$ cat src/rtl/ctrl_pipe.sv
`default_nettype none
// ============================================================================
// Module   : ctrl_pipe
// Purpose  : ID/EX, EX/MEM and MEM/WB control registers with load-use stall,
//            flush bubbles, register-0 write suppression and a stall counter.
// Revision : 1.0
// ============================================================================
module ctrl_pipe #(
    parameter int REG_W   = 5,
    parameter int ALUOP_W = 3,
    parameter int CNT_W   = 16
) (
    input  logic               clk,
    input  logic               rst,
    input  logic               id_RegDst,
    input  logic               id_MemRead,
    input  logic               id_MemtoReg,
    input  logic               id_MemWrite,
    input  logic               id_ALUSrc,
    input  logic               id_RegWrite,
    input  logic [ALUOP_W-1:0] id_ALUOp,
    input  logic [REG_W-1:0]   id_rs,
    input  logic [REG_W-1:0]   id_rt,
    input  logic [REG_W-1:0]   id_rd,
    input  logic               flush_i,
    output logic [ALUOP_W-1:0] ex_ALUOp,
    output logic               ex_ALUSrc,
    output logic               ex_RegDst,
    output logic [REG_W-1:0]   ex_dst,
    output logic               mem_MemRead,
    output logic               mem_MemWrite,
    output logic [REG_W-1:0]   mem_dst,
    output logic               wb_RegWrite,
    output logic               wb_MemtoReg,
    output logic [REG_W-1:0]   wb_dst,
    output logic               stall_o,
    output logic [CNT_W-1:0]   stall_cnt
);

    localparam logic [CNT_W-1:0] c_cnt_max = {CNT_W{1'b1}};
    localparam logic [REG_W-1:0] c_reg0    = '0;

    // ID/EX
    logic               r_ex_regdst;
    logic               r_ex_memread;
    logic               r_ex_memtoreg;
    logic               r_ex_memwrite;
    logic               r_ex_alusrc;
    logic               r_ex_regwrite;
    logic [ALUOP_W-1:0] r_ex_aluop;
    logic [REG_W-1:0]   r_ex_rt;
    logic [REG_W-1:0]   r_ex_rd;

    // EX/MEM
    logic               r_mem_memread;
    logic               r_mem_memwrite;
    logic               r_mem_memtoreg;
    logic               r_mem_regwrite;
    logic [REG_W-1:0]   r_mem_dst;

    // MEM/WB
    logic               r_wb_memtoreg;
    logic               r_wb_regwrite;
    logic [REG_W-1:0]   r_wb_dst;

    logic [CNT_W-1:0]   r_stall_cnt;

    logic               w_uses_rt;
    logic               w_hz;
    logic               w_bubble;
    logic [REG_W-1:0]   w_ex_dst;

    assign w_ex_dst  = r_ex_regdst ? r_ex_rd : r_ex_rt;
    assign w_uses_rt = id_RegDst | id_MemWrite;
    assign w_hz      = r_ex_memread & (w_ex_dst != c_reg0) &
                       ((w_ex_dst == id_rs) | (w_uses_rt & (w_ex_dst == id_rt)));
    assign w_bubble  = rst | flush_i | w_hz;

    always_ff @(posedge clk) begin
        if (w_bubble) begin
            r_ex_regdst   <= 1'b0;
            r_ex_memread  <= 1'b0;
            r_ex_memtoreg <= 1'b0;
            r_ex_memwrite <= 1'b0;
            r_ex_alusrc   <= 1'b0;
            r_ex_regwrite <= 1'b0;
            r_ex_aluop    <= '0;
            r_ex_rt       <= '0;
            r_ex_rd       <= '0;
        end else begin
            r_ex_regdst   <= id_RegDst;
            r_ex_memread  <= id_MemRead;
            r_ex_memtoreg <= id_MemtoReg;
            r_ex_memwrite <= id_MemWrite;
            r_ex_alusrc   <= id_ALUSrc;
            r_ex_regwrite <= id_RegWrite;
            r_ex_aluop    <= id_ALUOp;
            r_ex_rt       <= id_rt;
            r_ex_rd       <= id_rd;
        end
    end

    always_ff @(posedge clk) begin
        if (rst) begin
            r_mem_memread  <= 1'b0;
            r_mem_memwrite <= 1'b0;
            r_mem_memtoreg <= 1'b0;
            r_mem_regwrite <= 1'b0;
            r_mem_dst      <= '0;
            r_wb_memtoreg  <= 1'b0;
            r_wb_regwrite  <= 1'b0;
            r_wb_dst       <= '0;
        end else begin
            r_mem_memread  <= r_ex_memread;
            r_mem_memwrite <= r_ex_memwrite;
            r_mem_memtoreg <= r_ex_memtoreg;
            // Register 0 is hardwired; never let a write to it reach WB
            r_mem_regwrite <= r_ex_regwrite & (w_ex_dst != c_reg0);
            r_mem_dst      <= w_ex_dst;
            r_wb_memtoreg  <= r_mem_memtoreg;
            r_wb_regwrite  <= r_mem_regwrite;
            r_wb_dst       <= r_mem_dst;
        end
    end

    always_ff @(posedge clk) begin
        if (rst) begin
            r_stall_cnt <= '0;
        end else if (stall_o && (r_stall_cnt != c_cnt_max)) begin
            r_stall_cnt <= r_stall_cnt + 1'b1;
        end
    end

    assign stall_o      = w_hz & ~flush_i;
    assign stall_cnt    = r_stall_cnt;
    assign ex_ALUOp     = r_ex_aluop;
    assign ex_ALUSrc    = r_ex_alusrc;
    assign ex_RegDst    = r_ex_regdst;
    assign ex_dst       = w_ex_dst;
    assign mem_MemRead  = r_mem_memread;
    assign mem_MemWrite = r_mem_memwrite;
    assign mem_dst      = r_mem_dst;
    assign wb_RegWrite  = r_wb_regwrite;
    assign wb_MemtoReg  = r_wb_memtoreg;
    assign wb_dst       = r_wb_dst;

endmodule
`default_nettype wire

$ cat config.mk
export PLATFORM = sky130hd
export DESIGN_NAME = ctrl_pipe
export DESIGN_NICKNAME = d
export VERILOG_FILES = /design/src/rtl/ctrl_pipe.sv
export SDC_FILE = /design/constraint.sdc
export NUM_CORES = 1
export LEC_CHECK = 0
export ABC_AREA = 1
export CAP_MARGIN = 0
export CORE_MARGIN = 5
export CORE_UTILIZATION = 28
export DETAILED_ROUTE_END_ITERATION = 8
export PLACE_DENSITY = 0.52
export SLEW_MARGIN = 10
export SYNTH_ARGS = -nofsm -noshare
export SYNTH_HDL_FRONTEND = slang
export SYNTH_SLANG_ARGS = --single-unit
$ cat constraint.sdc
create_clock -name clk -period 1.9 [get_ports clk]
set_clock_uncertainty 0.15 [all_clocks]
set_input_delay 0.19 -clock clk [delete_from_list [all_inputs] [get_ports clk]]
set_output_delay 0.19 -clock clk [all_outputs]
set_load 0.02 [all_outputs]
==> Word-level counts from Yosys, hierarchy flattened <==
Cells that the tools add are included.
{ "totals": {"ff_bits": 51, "output_inout_bits": 41, "wordCells": 35} }
{ "op_classes": {"n_addsub": 1, "n_eq_ne": 3, "n_mux": 1, "n_bitwise": 10, "n_reduce_logical": 2} }
{ "ops": {"columns": ["cell", "count"], "rows": [
  ["16-bit by 1-bit adder with 16-bit output, second input constant", 1],
  ["16-bit != test, second input constant", 1],
  ["5-bit equality test", 2],
  ["1-bit bitwise AND", 5],
  ["5-bit two-way mux", 1],
  ["5-bit nonzero test", 1],
  ["1-bit OR", 4],
  ["1-bit logical AND", 1],
  ["1-bit NOT", 1]
]} }

==> Depth between registers and ports, before layout <==
{ "logic_depth": {"ltp_word": 7, "mapped_depth": 15, "ltp_nobuf": 13} }

==> Least setup slack after synthesis <==
No wires, ideal clock.
{ "synth_path": {"path_type": "reg-to-reg", "startpoint": "reg r_ex_regdst (netlist: ex_RegDst)", "endpoint": "reg r_stall_cnt[11] (netlist: stall_cnt[11])", "arrival_time_ns": 1.763, "setup_slack_ns": -0.128, "path_stages_with_launch": 13, "path_buffers": 1, "period_less_slack_ns": 2.028, "path_cell_list": "dfxtp_1 -> buf_6 -> nand2_1 -> nand2_2 -> inv_1 -> nand2_1 -> nor2_2 -> nor2_4 -> nand2_2 -> nor2_2 -> nand3_1 -> nand2_1 -> nor2_1"} }
{ "synth_between": {"elab_chain_len": 7, "word_cells_on_any_way": 10, "classes_between": "2 x eq/ne; 1 x mux; 5 x bitwise; 2 x reduce/logical"} }
{ "synth_rtl": {"columns": ["item", "line", "rtl"], "rows": [
  ["from (decl)", "44", "logic r_ex_regdst;"],
  ["from (signal assigned)", "91", "r_ex_regdst <= id_RegDst;"],
  ["5-bit two-way mux *", "73", "assign w_ex_dst = r_ex_regdst ? r_ex_rd : r_ex_rt;"],
  ["via ex_dst[3]", "29", "output logic [REG_W-1:0] ex_dst,"],
  ["5-bit equality test", "76", "((w_ex_dst == id_rs) | (w_uses_rt & (w_ex_dst == id_rt)));"],
  ["1-bit bitwise AND", "76", null],
  ["1-bit OR", "76", null],
  ["1-bit bitwise AND *", "75", "assign w_hz = r_ex_memread & (w_ex_dst != c_reg0) &"],
  ["1-bit bitwise AND *", "134", "assign stall_o = w_hz & ~flush_i;"],
  ["via stall_o", "36", "output logic stall_o,"],
  ["1-bit logical AND *", "129", "end else if (stall_o && (r_stall_cnt != c_cnt_max)) begin"],
  ["to (signal assigned)", "130", "r_stall_cnt <= r_stall_cnt + 1'b1;"],
  ["to (decl)", "66", "logic [CNT_W-1:0] r_stall_cnt;"]
]} }
Mark *: on every way through the listed nets, which the timed path passes. The rest lies on a longest branch.
A chain may end at the register's enable or synchronous reset.

==> Worst setup path in the final report <==
{ "layout_path": {"startpoint": "reg r_ex_regdst (netlist: ex_RegDst)", "endpoint": "out stall_o"} }
{ "layout_between": {"elab_chain_len": 6, "word_cells_on_any_way": 9, "classes_between": "2 x eq/ne; 1 x mux; 5 x bitwise; 1 x reduce/logical"} }
{ "layout_rtl": {"columns": ["item", "line"], "rows": [
  ["5-bit two-way mux *", "73"],
  ["5-bit equality test", "76"],
  ["1-bit bitwise AND", "76"],
  ["1-bit OR", "76"],
  ["1-bit bitwise AND *", "75"],
  ["1-bit bitwise AND *", "134"],
  ["to (decl)", "36"]
]} }
Mark *: on every way between the ends. The rest lies on a longest branch, timed or not.

==> results by group <==
Status
  – Result of the run: finished with violations
  – Failing checks: negative setup slack

Logic synthesis
  – Share of synthesized area spent on multiplexers: 0%
  – Post-Synthesis Cells: 351
  – Asr flop ratio synth: 0%
  – Compound-cell area share of the yosys netlist: 3.96%
  – Synth Area in XOR/XNOR: 0.370%
  – Syn Std Cell Area: roughly 0.0024 mm²
  – Leading register cell type out of synthesis: sky130_fd_sc_hd__dfxtp_1
  – Number of enable-type register cells in the synthesized netlist: 0
  – Basic-gate share of the synthesized area counting and, or, nand and nor cells: between 30 and 40%
  – Flops & latches, synth: 51
  – Fraction of the yosys area taken by sequential cells: a little over two fifths
  – Distinct cell type count after synthesis: 27
  – Largest family of logic cells by synthesized area: simple AND/OR/NAND/NOR gates
  – Synthesis warning total: 0
  – Average footprint of a synthesized cell: a little under 7 µm²
  – Adder-cell share of the synthesized area: 0.529%
  – Syn Nets: 379

Drt
  – Routed wire length: between 6 and 7 mm
  – Iteration count of the initial detailed-routing pass: 4
  – Via-per-instance ratio: 4.14
  – Average wire per cell in the routed design: 11.5 µm
  – DRC violation total after the first TritonRoute iteration: 95
  – Residual antenna-violating net count after detailed routing: 0
  – Number of remaining DRC errors: 0
  – Vias post-DR: 2391

STA
  – Setup_tns: -0.833 ns
  – Worst Max-Slew Pin Slew: slightly above 0.5 ns
  – PnR worst setup slack: -0.162 ns
  – Final Slew Violations: 0
  – Tcrit/Tclk final: 109%
  – Minimum clock period after layout: 2.06 ns
  – Final Hold Violating Endpoints: 0
  – RSZ-0062 raised after global routing: yes
  – Highest Clock Rate: 485 MHz
  – Total setup violations reported at the end of the flow: 15
  – Worst slew margin: 65.8%

Global routing
  – Initial antenna violation count: 0
  – Via count of the first global-routing pass: 2250
  – Total gr overflow: 0
  – Pin count of the biggest net entering global routing: 19
  – First-pass GRT wire length: 10.7 mm
  – Overall global routing resource usage: 13.0%

Pwr
  – Leakage power of the design: 1.72 nW
  – Ratio of total power to cell area: 557 mW/mm²
  – Max VDD drop: 0.297 mV

Die
  – Rows: 33
  – Top-Level Pins: 68
  – Die Footprint: 0.0104 mm²
  – Starting density of the core: 28.8%
  – Core region area: slightly above 0.008 mm²
  – Height of the chip: 102 µm
  – Chip Width: 102 µm

Setup path
  – Type of origin of the critical path: flip-flop
  – Data required time at the worst endpoint: 1.56 ns
  – Data arrival time of the critical path: 1.72 ns
  – Beginning of the worst register-to-register path: ex_RegDst
  – Critical path endpoint category: primary output
  – Category of the critical setup timing path: flip-flop to primary output
  – Worst reg2reg path depth: 14
  – Worst-path fanout max: 5
  – Setup slack, reg-to-reg: -0.09 ns
  – Worst flop-to-flop path endpoint: stall_cnt[0]

Place
  – Placed wire-length estimate: 4.62 mm
  – Place WS: -0.430 ns
  – Final estimated routing congestion in global placement: 0.782
  – IO buf count: 67

Final layout
  – Leading cell type in the layout, fill and taps excluded: sky130_fd_sc_hd__inv_1
  – Most frequent cells in the layout: sky130_fd_sc_hd__inv_1 (75), sky130_fd_sc_hd__nand2_1 (68), sky130_fd_sc_hd__nor2_1 (67)
  – Synth-to-Final Area Change: 63.0%
  – Number of filler instances in the final layout: 847
  – Layout cell share with drive strength beyond 1: 23.9%
  – Number of nets in the final layout: 500
  – Final standard cell utilization of the core: 47.0%
  – Antenna Cells: 0

Clocking
  – Number of buffers between clock root and the deepest sink: 2
  – Total number of H-tree levels: 2
  – Clock tree from TritonCTS: yes
  – Worst-path clk slew: 0.10 ns
  – Hold buffers post-CTS: 0
  – Number of sinks on the clock net: 51
  – Total CTS buffers: 5
  – Worst-Skew Late Latency: 0.31 ns
  – Clock root buffer master: sky130_fd_sc_hd__clkbuf_8

Worst hold path
  – Worst Hold Launch: id_ALUSrc
  – Hold/Removal Path Class: input port to flip-flop
  – Cells on Worst Hold Path: 3
  – Endpoint with the worst hold slack: ex_ALUSrc

Run
  – Number of violations of the max-capacitance limit: 0
## worst max-delay path by stage
stage,from,to,cells after the start
2_1_floorplan,ex_RegDst,stall_cnt[11],12
3_3_place_gp,id_rt[3],stall_o,10
3_5_place_dp,id_rt[3],stall_o,10
4_1_cts,ex_RegDst,stall_o,12
5_1_grt,ex_RegDst,stall_o,12
6_report,ex_RegDst,stall_o,11
## synth_stat cells, types with 2 or more instances
master                     instances  share of area [%]
sky130_fd_sc_hd__buf_6             2               0.95
sky130_fd_sc_hd__clkbuf_1          3               0.48
sky130_fd_sc_hd__dfxtp_1          51                 43
sky130_fd_sc_hd__inv_1            76                 12
sky130_fd_sc_hd__nand2_1          75                 12
sky130_fd_sc_hd__nand2_2           5                1.3
sky130_fd_sc_hd__nand2_4           2               0.95
sky130_fd_sc_hd__nand3_1          19                4.0
sky130_fd_sc_hd__nand3_4           2                1.5
sky130_fd_sc_hd__nand3b_1          5                1.6
sky130_fd_sc_hd__nand4_1           7                1.8
sky130_fd_sc_hd__nor2_1           77                 12
sky130_fd_sc_hd__nor2_2            2               0.53
sky130_fd_sc_hd__nor3_1            5                1.1
sky130_fd_sc_hd__o21ai_0           5                1.1
sky130_fd_sc_hd__o21ai_2           2               0.74
sky130_fd_sc_hd__o21bai_2          3                1.4
## cell families (layout without fill, tap and decap cells)
family / after synthesis / after routing
AND/OR/NAND/NOR: 201 / 205
buffers and inverters: 84 / 202
XOR/XNOR: 1 / 1
adder cells (fa/ha/maj): 1 / 1
flip-flops: 51 / 51
AO/OA/AOI/OAI: 13 / 13
## sequential cells by signal, summed over array words and instances (netlist names), 3 cells and up
register and count:
stall_cnt 16, mem_dst 5, r_ex_rd 5, r_ex_rt 5
wb_dst 5, ex_ALUOp 3
## per-stage QoR
| stage | hold slack [ns] | area [µm²] | cells | power [mW] |
|---|---|---|---|---|
| global placement | 0.240 | 3430 | 554 | 1.43 |
| CTS | 0.231 | 3720 | 574 | 2.16 |
| finish | 0.242 | 3860 | 578 | 2.15 |
| floorplan | 0.152 | 2380 | 351 | 1.27 |
| detailed placement | 0.246 | 3430 | 554 | 1.43 |
| global route | 0.240 | 3860 | 578 | 2.25 |
## worst max-delay path, cell delays in order (launching register included)
cell	delay, ns
sky130_fd_sc_hd__dfxtp_4	0.38
sky130_fd_sc_hd__buf_12	0.14
sky130_fd_sc_hd__inv_12	0.07
sky130_fd_sc_hd__nand2_4	0.05
sky130_fd_sc_hd__nand3_1	0.06
sky130_fd_sc_hd__nand2_1	0.07
sky130_fd_sc_hd__nor2_2	0.14
sky130_fd_sc_hd__nand3_2	0.10
sky130_fd_sc_hd__nand2_4	0.10
sky130_fd_sc_hd__nand2_4	0.06
sky130_fd_sc_hd__nor2_4	0.11
sky130_fd_sc_hd__buf_6	0.13
## layer usage
layer  up-vias  wire length [µm]  global-route usage [%]  part of all wire [%]
met1      1049              3260                    18.3                    49
met5         -                 0                       0                     0
met2        41              3050                    20.1                    46
met4         0                82                    3.63                   1.2
met3         7               270                    2.59                   4.1
li1       1294                 -                       -                     -
## area by class of cell
class	instances	area, µm²	share of cell area (%)
timing repair inverter	1	11.3	0.292
timing repair buffer	115	1060	27.4
clock buffer	5	68.8	1.78
clock inverter	3	26.3	0.681
inverter	78	305	7.91
multi-input combinational	220	1230	31.9
tap	105	131	3.40
sequential	51	1030	26.6
## where the power goes
part           switching [mW]  leakage [nW]  total (mW)  internal, mW
clock network           0.409        0.0491       0.681         0.272
registers              0.0117         0.417        1.11          1.09
logic                   0.182          1.25       0.363         0.181
total                   0.603          1.72        2.15          1.55
## repair_timing
action | 4_1_cts | 5_1_grt
cloned | 3 | 2
endpoints found under the hold margin | 0 | 0
pin swaps | 14 | 13
setup buffers | 9 | 3
setup endpoints to repair | 39 | 38
gates resized for setup | 47 | 29
Power figures use the tool's default switching activity.
